<file path="src/rtl/ram_arbiter.sv">
// ram_arbiter: two-master arbiter and sequencer for the single-port system RAM.
// Master 0 (CPU) has priority. A bounded hold counter makes sure master 1 is
// served after at most MAX_HOLD back-to-back master 0 grants. Each access is
// sequenced through IDLE -> ISSUE -> (WAIT) -> ACK, and the requesting master
// receives a one-cycle ack pulse when its access completes.
module ram_arbiter #(
  parameter int RD_LAT   = 1,
  parameter int MAX_HOLD = 4
) (
  input  logic        clk,
  input  logic        reset,
  input  logic        m0_req,
  input  logic        m0_we,
  input  logic        m0_be,
  input  logic [15:0] m0_addr,
  input  logic [15:0] m0_wdata,
  output logic        m0_ack,
  output logic [15:0] m0_rdata,
  input  logic        m1_req,
  input  logic        m1_we,
  input  logic        m1_be,
  input  logic [15:0] m1_addr,
  input  logic [15:0] m1_wdata,
  output logic        m1_ack,
  output logic [15:0] m1_rdata,
  output logic [15:0] ram_addr,
  output logic [15:0] ram_din,
  output logic        ram_we,
  output logic        ram_re,
  output logic        ram_be,
  input  logic [15:0] ram_dout,
  output logic [1:0]  owner
);

  typedef enum logic [1:0] {IDLE, ISSUE, WAIT, ACK} state_t;

  localparam logic [3:0] HOLD_MAX = 4'(MAX_HOLD);
  localparam logic [1:0] LAT_INIT = 2'(RD_LAT - 1);
  localparam logic [1:0] OWN_NONE = 2'b00;
  localparam logic [1:0] OWN_M0   = 2'b01;
  localparam logic [1:0] OWN_M1   = 2'b10;

  state_t      state;
  state_t      next_state;
  logic [3:0]  hold_cnt;
  logic [1:0]  lat_cnt;
  logic        cur_we;
  logic        cur_be;
  logic [15:0] cur_addr;
  logic [15:0] cur_wdata;
  logic [15:0] rdata0;
  logic [15:0] rdata1;

  logic any_req;
  logic hold_full;
  logic grant_m1;

  // Saturating increment of the M0 hold counter.
  function automatic logic [3:0] sat_inc(input logic [3:0] v);
    return (v == HOLD_MAX) ? v : v + 4'd1;
  endfunction

  assign any_req   = m0_req | m1_req;
  assign hold_full = (hold_cnt == HOLD_MAX);
  // M1 wins when it is alone, or when M0 has used up its hold budget.
  assign grant_m1  = m1_req & (~m0_req | hold_full);

  assign ram_addr = cur_addr;
  assign ram_din  = cur_wdata;
  assign ram_be   = cur_be;
  assign m0_rdata = rdata0;
  assign m1_rdata = rdata1;

  // State register.
  always_ff @(posedge clk) begin
    if (reset) state <= IDLE;
    else       state <= next_state;
  end

  // Next-state decode: writes skip WAIT, reads wait out the RAM latency.
  always_comb begin
    next_state = state;
    case (state)
      IDLE:    if (any_req) next_state = ISSUE;
      ISSUE:   next_state = cur_we ? ACK : WAIT;
      WAIT:    if (lat_cnt == 2'd0) next_state = ACK;
      ACK:     next_state = IDLE;
      default: next_state = IDLE;
    endcase
  end

  // Strobes and acks are pure decodes of the state and the latched access.
  always_comb begin
    ram_we = 1'b0;
    ram_re = 1'b0;
    m0_ack = 1'b0;
    m1_ack = 1'b0;
    case (state)
      ISSUE: begin
        ram_we = cur_we;
        ram_re = ~cur_we;
      end
      ACK: begin
        m0_ack = (owner == OWN_M0);
        m1_ack = (owner == OWN_M1);
      end
      default: ;
    endcase
  end

  // Grant latching, hold/latency counters and read-data capture.
  always_ff @(posedge clk) begin
    if (reset) begin
      owner     <= OWN_NONE;
      hold_cnt  <= 4'd0;
      lat_cnt   <= 2'd0;
      cur_we    <= 1'b0;
      cur_be    <= 1'b0;
      cur_addr  <= 16'd0;
      cur_wdata <= 16'd0;
      rdata0    <= 16'd0;
      rdata1    <= 16'd0;
    end else begin
      case (state)
        IDLE: begin
          if (any_req) begin
            if (grant_m1) begin
              owner     <= OWN_M1;
              cur_we    <= m1_we;
              cur_be    <= m1_be;
              cur_addr  <= m1_addr;
              cur_wdata <= m1_wdata;
              hold_cnt  <= 4'd0;
            end else begin
              owner     <= OWN_M0;
              cur_we    <= m0_we;
              cur_be    <= m0_be;
              cur_addr  <= m0_addr;
              cur_wdata <= m0_wdata;
              hold_cnt  <= m1_req ? sat_inc(hold_cnt) : 4'd0;
            end
          end
        end
        ISSUE: begin
          if (!cur_we) lat_cnt <= LAT_INIT;
        end
        WAIT: begin
          if (lat_cnt == 2'd0) begin
            if (owner == OWN_M1) rdata1 <= ram_dout;
            else                 rdata0 <= ram_dout;
          end else begin
            lat_cnt <= lat_cnt - 2'd1;
          end
        end
        ACK: begin
          owner <= OWN_NONE;
        end
        default: ;
      endcase
    end
  end

endmodule
</file>
<file path="config.mk">
export PLATFORM = sky130hd
export DESIGN_NAME = ram_arbiter
export DESIGN_NICKNAME = d
export VERILOG_FILES = /design/src/rtl/ram_arbiter.sv
export SDC_FILE = /design/constraint.sdc
export NUM_CORES = 1
export LEC_CHECK = 0
export CAP_MARGIN = 20
export CORE_MARGIN = 5
export CORE_UTILIZATION = 35
export CTS_BUF_LIST = sky130_fd_sc_hd__clkbuf_8
export CTS_CLUSTER_DIAMETER = 40
export DETAILED_ROUTE_END_ITERATION = 7
export PLACE_DENSITY = 0.78
export SYNTH_ARGS = -nofsm -noshare
export SYNTH_HDL_FRONTEND = slang
export SYNTH_SLANG_ARGS = --single-unit
export TNS_END_PERCENT = 5
</file>
<file path="constraint.sdc">
create_clock -name clk -period 1.95 [get_ports clk]
set_input_delay 0.195 -clock clk [delete_from_list [all_inputs] [get_ports clk]]
set_output_delay 0.195 -clock clk [all_outputs]
set_load 0.005 [all_outputs]
</file>
# Yosys cells after proc, flatten, opt, wreduce, memory -nomap -nowiden
# Index checks and enable logic that the tools add are counted.
# W data, S select, Z words.
# totals
elab_cells	61
memories	0
ff_bits	76
in_bits	88
latchBits	0
romBits	0
output_inout_bits	71
ram_bits	0
# op_classes
mux	21
shift	0
mul	0
n_reduce_logical	11
div	0
eq_ne	11
n_bitwise	6
order_cmp	0
addsub	2
# ops
cell	count
$mux W16	2
$mux W2	6
$mux W4	3
$reduce_and A3 Y1	4
$ne A2 B2 Y1 const B	4
$pmux W2 S2	2
$pmux W2 S4	1
$mux W1	7
$eq A2 B2 Y1 const B	3
$reduce_and A2 Y1	3
$add A4 B1 Y4 const B	1
$eq A2 B1 Y1 const B	2
$eq A4 B3 Y1 const B	1
$logic_not A2 Y1	2
$reduce_bool A2 Y1	2
$ne A3 B2 Y1 const B	1
$not A1 Y1	3
$or A1 B1 Y1	2
$sub A2 B1 Y2 const B	1
$and A1 B1 Y1	1

# Logic depth before layout (Yosys ltp)
# Gate-level depths: netlist of the first run.
# logic_depth
ltp_word	6
depth_mapped	8
ltp_nobuf	5

# Least setup slack after synthesis of the first run
# OpenSTA, ideal clock, no wires.
# synth_timing
path_type	flip-flop to flip-flop
startpoint	reg state[0]
endpoint	reg state[0]
stages_incl_launch_ff	6
arrival_ns	1.440
period_less_slack_ns	1.510
path_slack_ns	0.440
setup_ns	0.070
required_ns	1.880
path_buffers	0
path_cell_list	dfxtp_1 -> inv_1 -> ha_1 -> nor3b_1 -> or4_1 -> a21oi_1
# synth_between
elab_chain_cells	3
word_cells_on_any_way	8
cone_classes	eq/ne (5); mux (1); reduce/logical (2)
# synth_rtl
element	line	source
from (decl)	43	state_t state;
from (signal assigned)	77	else state <= next_state;
$eq A2 B2 Y1 or $logic_not A2 Y1 (tied branches)	83	case (state)
$ne A2 B2 Y1 (no line)	--	
$reduce_and A2 Y1 (no line)	--	
# Several ways; a longest one is shown, not always the timed one.
# A chain may end at the register's enable or synchronous reset.

# Worst setup path after layout of the first run
# layout_timing
startpoint	reg state[0]
endpoint	out m0_ack
# layout_between
elab_chain_cells	2
# layout_rtl
element	line	source
$eq A2 B2 Y1	98	case (state)
$mux W1	98	
to (decl)	17	output logic m0_ack,
# No other way between the ends.

==> results of run 1 <==
## sequential cells by signal (all words and copies together) (netlist names)
signal and flops:
lat_cnt 2, hold_cnt 4, ram_din 16, ram_addr 16
owner 2, m0_rdata 16, ram_be 1, state 2
m1_rdata 16, cur_we 1
## final timing paths
kind / start / to / slack, ns / cells after the start
setup / recovery: state[0] / m0_ack / 0.07 / 4
hold / removal: reset / hold_cnt[1] / 0.33 / 3
setup reg to reg: state[1] / ram_addr[1] / 0.19 / 7
hold reg to reg: m1_rdata[12] / m1_rdata[12] / 0.46 / 2
## metal layers
| layer | track usage (%) | vias to the layer above |
|---|---|---|
| met5 | 0 | - |
| met4 | 6.81 | 0 |
| met3 | 6.90 | 19 |
| met2 | 29.5 | 190 |
| met1 | 20.6 | 1812 |
| li1 | - | 1860 |
## power by group
part / switching, W / internal [W] / leakage, nW
clock: 0.000647 / 0.000611 / 0.0984
combinational: 0.00132 / 0.00138 / 1.31
sequential: 0.000243 / 0.00193 / 0.624
## worst min-delay path: stages
cell and delay [ns]:
buf_2 0.12, buf_4 0.21, nor2_1 0.11
## stage by stage
stage                     power [W]  setup WS (ns)  std cells  area (um2)  utilization (%)
after global routing        0.00653         0.0122        714        5720             53.5
after CTS                   0.00618        0.00566        714        5710             53.4
final                       0.00614         0.0724        714        5720             53.5
after floorplan             0.00356          0.440        425        3770                -
after global placement      0.00482          0.244        698        5500             51.4
after detailed placement    0.00490          0.162        698        5500             51.4
## repair_timing
| action | CTS | global route |
|---|---|---|
| pin swaps | 0 | 0 |
| resized for setup | 2 | 4 |
| endpoints found under the setup margin | 1 | 4 |
## synthesized netlist by cell type
library cell  count
o21ba_1           1
a211oi_1         36
o21ai_1           1
o21ai_0          22
inv_1             6
o31ai_1           1
and3b_1           1
buf_2            11
nor3b_1           2
nor4_2           32
nor3_1            1
and2_0            1
and4b_1          35
a21oi_1          38
o32ai_1           2
nand2b_1          2
a32oi_1           1
ha_1              7
and2_1            4
and2b_1           1
and3_1            2
nand4b_2          1
nand3_1          17
nor4_1            2
dfxtp_1          76
nor2b_1           4
nand4b_1          2
nor2_1           39
nand3b_1          2
clkbuf_1         30
or4_1             1
o21a_1            2
buf_1             4
a22o_1            2
a211o_1           1
nand2_1          35
## logic make-up after synthesis
family | Yosys count
flops | 76
buf+inv | 51
compound gates | 107
simple gates | 184
fa+ha+maj | 7
## final cells by class
cell class	instances	share of cell area, %
clock buffer	9	2.16
clock inverter	7	1.44
inverter	6	0.394
multi-input combinational	298	36.1
sequential	76	26.6
tap	140	3.06
timing repair buffer	178	30.2
==> impl_metrics.py, run 1 <==
metrics = {
    "detailed_routing": {
        "drc": 0,
        "drt_iter0_drc": 176,
        "drt.antenna.violating_nets": 0,
        "dr.pass1.iters": 5,
        "maxUsedRoutingLayer": "met4",
        "wire_per_inst_um": 16.6,
        "wl_met3_um": 1330,
        "drt-total-wl_um": 11900,
        "vias": 3881,
        "drt-vias-per-instance": 5.44,
        "wl_met2_um": 5540,
        "wl_met1_um": 4780,
    },
    "layout": {
        "diodes": 0,
        "layout_commonest_cell": "clkdlybuf4s50_1",
        "syn_to_final_growth_pct": 51.7,
        "drive_above_1_share_pct": 13.2,
        "final_cell_mix": "clkdlybuf4s50_1 (157), dfxtp_1 (74), nor2_1 (39)",
        "fill_cells": 971,
        "finalNetCount": 664,
        "regArea_um2": 1520,
        "multiInputGateArea_um2": 2070,
    },
    "clocking": {
        "cts_tree": "yes",
        "htreeDepth": 3,
        "cts_buffers": 9,
        "clk_latency_ns": 0.35,
        "post_cts_buffers": 0,
        "clk_pin_slew_ns": 0.09,
        "cts.sink_count": 76,
        "holdBufCountCts": 0,
        "root_buffer": "clkbuf_8",
        "clockBufferDepth": 2,
    },
    "timing": {
        "hold_violations": 0,
        "max_slew_margin_pct": 61.7,
        "slew_violations": 0,
        "rsz0062_at_grt": "no",
        "whs_ns": 0.333,
        "period_minus_slack_ns": 1.88,
        "setup_viol": 0,
        "tightest_slew_ns": 0.575,
        "max_freq_mhz": 533,
        "fin_worst_skew_ns": 0.0122,
        "fin_tns_setup_ns": 0,
        "fin_crit_sh_pct": 96.3,
    },
    "synth": {
        "netlist_instances": 425,
        "synth_compound_area_share_pct": 17.5,
        "syn_area_um2": 3770,
        "synth_top_cell_by_area": "dfxtp_1",
        "yosysSeqAreaShare_pct": 40.3,
        "synth_xor_xnor_area_share_pct": 0,
        "ys_ff_latch": 76,
        "yosys_warnings": 0,
        "synthMuxAreaShare_pct": 0,
        "synth_top_area_share_pct": 40.3,
        "synth_top_family_by_area": "simple AND/OR/NAND/NOR gates",
        "syn_nets": 520,
        "avgSynthCellArea_um2": 8.88,
        "synth_simple_gate_area_share_pct": 34.4,
        "synth_fa_ha_area_share_pct": 2.32,
        "synth_area_leaders": "dfxtp_1 (40%), nor4_2 (11%), and4b_1 (9.3%)",
        "synthDistinctLibCells": 36,
    },
    "grt": {
        "grt_pass1_wl_um": 18700,
        "grt-ovfl-total": 0,
        "grt_max_degree": 47,
        "antenna_found_initial": 0,
        "grtUsageTotal_pct": 17.7,
        "first_global_vias": 3929,
    },
    "floorplan": {
        "rows": 38,
        "die_area_um2": 13000,
        "core_um2": 10700,
        "die_y_um": 114,
        "io_pins": 159,
        "initial_core_util_pct": 35.3,
        "die_w_um": 114,
    },
    "worst_setup_path": {
        "arrival_ns": 1.68,
        "cp-start-kind": "flop",
        "critical-path-top-delay-family": "buffers and inverters",
        "endpoint_kind": "output port",
        "cp_cell_sequence": "ha_2 -> nand2_1 -> nor2_1 -> clkdlybuf4s50_1",
        "crit_slowest_cell": "clkdlybuf4s50_1",
        "crit_required_ns": 1.75,
        "path_buf_inv": 1,
        "critPathKind": "reg -> out",
        "path_max_fanout": 5,
        "max_stage_delay_ns": 0.52,
    },
    "min_path": {
        "hold_class": "in -> reg",
    },
    "placed_design": {
        "gp_congestion": 0.855,
        "dp_hpwl_um": 8800,
        "io_buffer_count": 158,
    },
    "flow_run": {
        "maxCapViolCount": 0,
    },
    "power_and_ir_drop": {
        "vdd_drop_max_uv": 586,
        "p_leak_nw": 2.03,
        "p_per_area_nw_per_um2": 1070,
    },
    "outcome": {
        "status": "completed",
    },
}
(Power assumes the default switching activity.)
==> run 2, diff against run 1 <==
--- a/config.mk
+++ b/config.mk
@@ -12,6 +12,7 @@
 export CTS_CLUSTER_DIAMETER = 40
 export DETAILED_ROUTE_END_ITERATION = 7
 export PLACE_DENSITY = 0.78
+export SLEW_MARGIN = 20
 export SYNTH_ARGS = -nofsm -noshare
 export SYNTH_HDL_FRONTEND = slang
 export SYNTH_SLANG_ARGS = --single-unit
==> results of run 2 <==
The final DEF is identical to that of run 1; final timing and power are the same.
==> run 3, diff against run 2 <==
--- a/config.mk
+++ b/config.mk
@@ -12,6 +12,7 @@
 export CTS_CLUSTER_DIAMETER = 40
 export DETAILED_ROUTE_END_ITERATION = 7
 export PLACE_DENSITY = 0.78
+export SKIP_CTS_REPAIR_TIMING = 1
 export SLEW_MARGIN = 20
 export SYNTH_ARGS = -nofsm -noshare
 export SYNTH_HDL_FRONTEND = slang
==> run 3 against run 2 <==
Clock skew increased by 0.00064 ns; global-route usage is the same; sequential power is essentially flat; critical path depth did not move; non-clock buffer count is the same; clock power is essentially flat; sequential share of layout area barely moved; utilization shrank 0.094 points; first-iteration DRC count decreased by 12%; clock-buffer cell count stayed put; critical endpoint is now ram_re.
==> impl_metrics.py, run 3 (synthesized netlist as in run 1, its figures left out) <==
metrics = {
    "grt": {
        "grt_pass1_wl_um": 18700,
        "grt-ovfl-total": 0,
        "antenna_found_initial": 0,
        "grt_max_degree": 47,
        "grtUsageTotal_pct": 17.7,
        "first_global_vias": 3929,
    },
    "power_and_ir_drop": {
        "p_clk_share_pct": 20.5,
        "p_per_area_nw_per_um2": 1070,
        "vdd_drop_max_uv": 589,
        "pwr-share-seq_pct": 35.4,
        "power_frac_comb_pct": 44.0,
        "p_sw_share_pct": 36.1,
        "netSwitchingPower_w": 0.00221,
        "p_leak_nw": 2.05,
        "p_int_w": 0.00391,
    },
    "placed_design": {
        "gp_congestion": 0.855,
        "dp_hpwl_um": 8800,
        "io_buffer_count": 158,
        "place_ws_ns": 0.162,
        "dpl_cell_area_um2": 5500,
    },
    "clocking": {
        "cts.sink_count": 76,
        "cts_tree": "yes",
        "clk_latency_ns": 0.35,
        "root_buffer": "clkbuf_8",
        "clk_pin_slew_ns": 0.09,
        "cts_buffers": 9,
        "htreeDepth": 3,
        "clockBufferDepth": 2,
    },
    "detailed_routing": {
        "dr.pass1.iters": 5,
        "drt-vias-per-instance": 5.46,
        "drt.antenna.violating_nets": 0,
        "wire_per_inst_um": 16.7,
        "drt-total-wl_um": 11900,
        "drt_iter0_drc": 155,
        "drc": 0,
        "vias": 3895,
    },
    "min_path": {
        "hold_class": "in -> reg",
        "hold-path-endpoint": "hold_cnt[1]",
        "min_from": "reset",
        "min_path_cells": 3,
    },
    "timing": {
        "tightest_slew_ns": 0.590,
        "hold_violations": 0,
        "setup_viol": 0,
        "fin_worst_skew_ns": 0.0129,
        "fin_tns_setup_ns": 0,
        "max_freq_mhz": 536,
        "period_minus_slack_ns": 1.87,
        "fin_ws_ns": 0.0829,
        "fin_crit_sh_pct": 95.7,
        "slew_violations": 0,
        "rsz0062_at_grt": "no",
        "max_slew_margin_pct": 60.7,
    },
    "layout": {
        "finalNetCount": 664,
        "syn_to_final_growth_pct": 51.4,
        "final_cell_mix": "clkdlybuf4s50_1 (156), dfxtp_1 (74), nor2_1 (39)",
        "layout_commonest_cell": "clkdlybuf4s50_1",
        "drive_above_1_share_pct": 13.1,
        "diodes": 0,
        "stdcell_area_um2": 5710,
    },
    "floorplan": {
        "io_pins": 159,
        "die_w_um": 114,
        "core_um2": 10700,
        "die_y_um": 114,
        "rows": 38,
        "initial_core_util_pct": 35.3,
        "die_area_um2": 13000,
    },
    "worst_setup_path": {
        "critPathKind": "reg -> out",
        "crit_required_ns": 1.75,
        "path_max_fanout": 5,
        "endpoint_kind": "output port",
        "cp-start-kind": "flop",
        "r2r_start": "state[1]",
        "r2r-end": "ram_addr[1]",
        "r2r_slack_ns": 0.23,
        "arrival_ns": 1.67,
        "ff2ff_path_depth": 7,
    },
    "flow_run": {
        "maxCapViolCount": 0,
    },
    "outcome": {
        "status": "completed",
    },
}
## run 3: cell types whose count changed in the layout (fill, tap and decap cells not counted), sizes merged
cell	previous run	this run
clkdlybuf4s50	157	156
dlymetal6s2s	0	1
## run 3: per-stage QoR
stage,util (%),total power (W),std cells,hold slack [ns]
3_5_place_dp,51.4,0.00490,698,0.450
4_1_cts,53.3,0.00617,714,0.314
5_1_grt,53.4,0.00651,714,0.350
3_3_place_gp,51.4,0.00482,698,0.443
6_report,53.4,0.00612,714,0.331
2_1_floorplan,-,0.00356,425,0.331
## run 3: critical path, cell delays in order, from the launching register on
cell	delay, ns
dfxtp_2	0.35
inv_1	0.09
ha_2	0.22
nor2b_1	0.13
clkdlybuf4s50_1	0.53
## run 3: power by group through the flow
stage / Sequential (W) / Clock [W] / Combinational (W)
6_report: 0.00217 / 0.00126 / 0.00270
2_1_floorplan: 0.00218 / 0 / 0.00138
3_3_place_gp: 0.00218 / 0 / 0.00264
3_5_place_dp: 0.00219 / 0 / 0.00271
5_1_grt: 0.00221 / 0.00136 / 0.00294
4_1_cts: 0.00216 / 0.00129 / 0.00272
## run 3: routing by layer
| metal | part of all wire [%] | up-vias | wire length (um) | GRT usage [%] |
|---|---|---|---|---|
| li1 | - | 1861 | - | - |
| met1 | 41 | 1827 | 4880 | 20.6 |
| met2 | 47 | 189 | 5560 | 29.5 |
| met3 | 11 | 18 | 1250 | 6.90 |
| met4 | 1.9 | 0 | 222 | 6.81 |
| met5 | 0 | - | 0 | 0 |
## run 3: cell type report
| type | instances | area, um2 |
|---|---|---|
| clock buffer | 9 | 124 |
| clock inverter | 7 | 82.6 |
| fill | 972 | 4980 |
| inverter | 6 | 22.5 |
| multi-input combinational | 298 | 2060 |
| sequential | 76 | 1520 |
| tap | 140 | 175 |
| timing repair buffer | 178 | 1730 |
## run 3: how the worst max path moves through the flow
stage,from,endpoint,slack [ns],cells after the start
after floorplan,state[0],state[0],0.44,5
after detailed placement,m0_req,ram_addr[1],0.16,5
after CTS,state[1],ram_we,-0.08,4
after global routing,state[1],ram_re,0.01,4
after global placement,m0_req,ram_din[13],0.24,5
final,state[1],ram_re,0.08,4
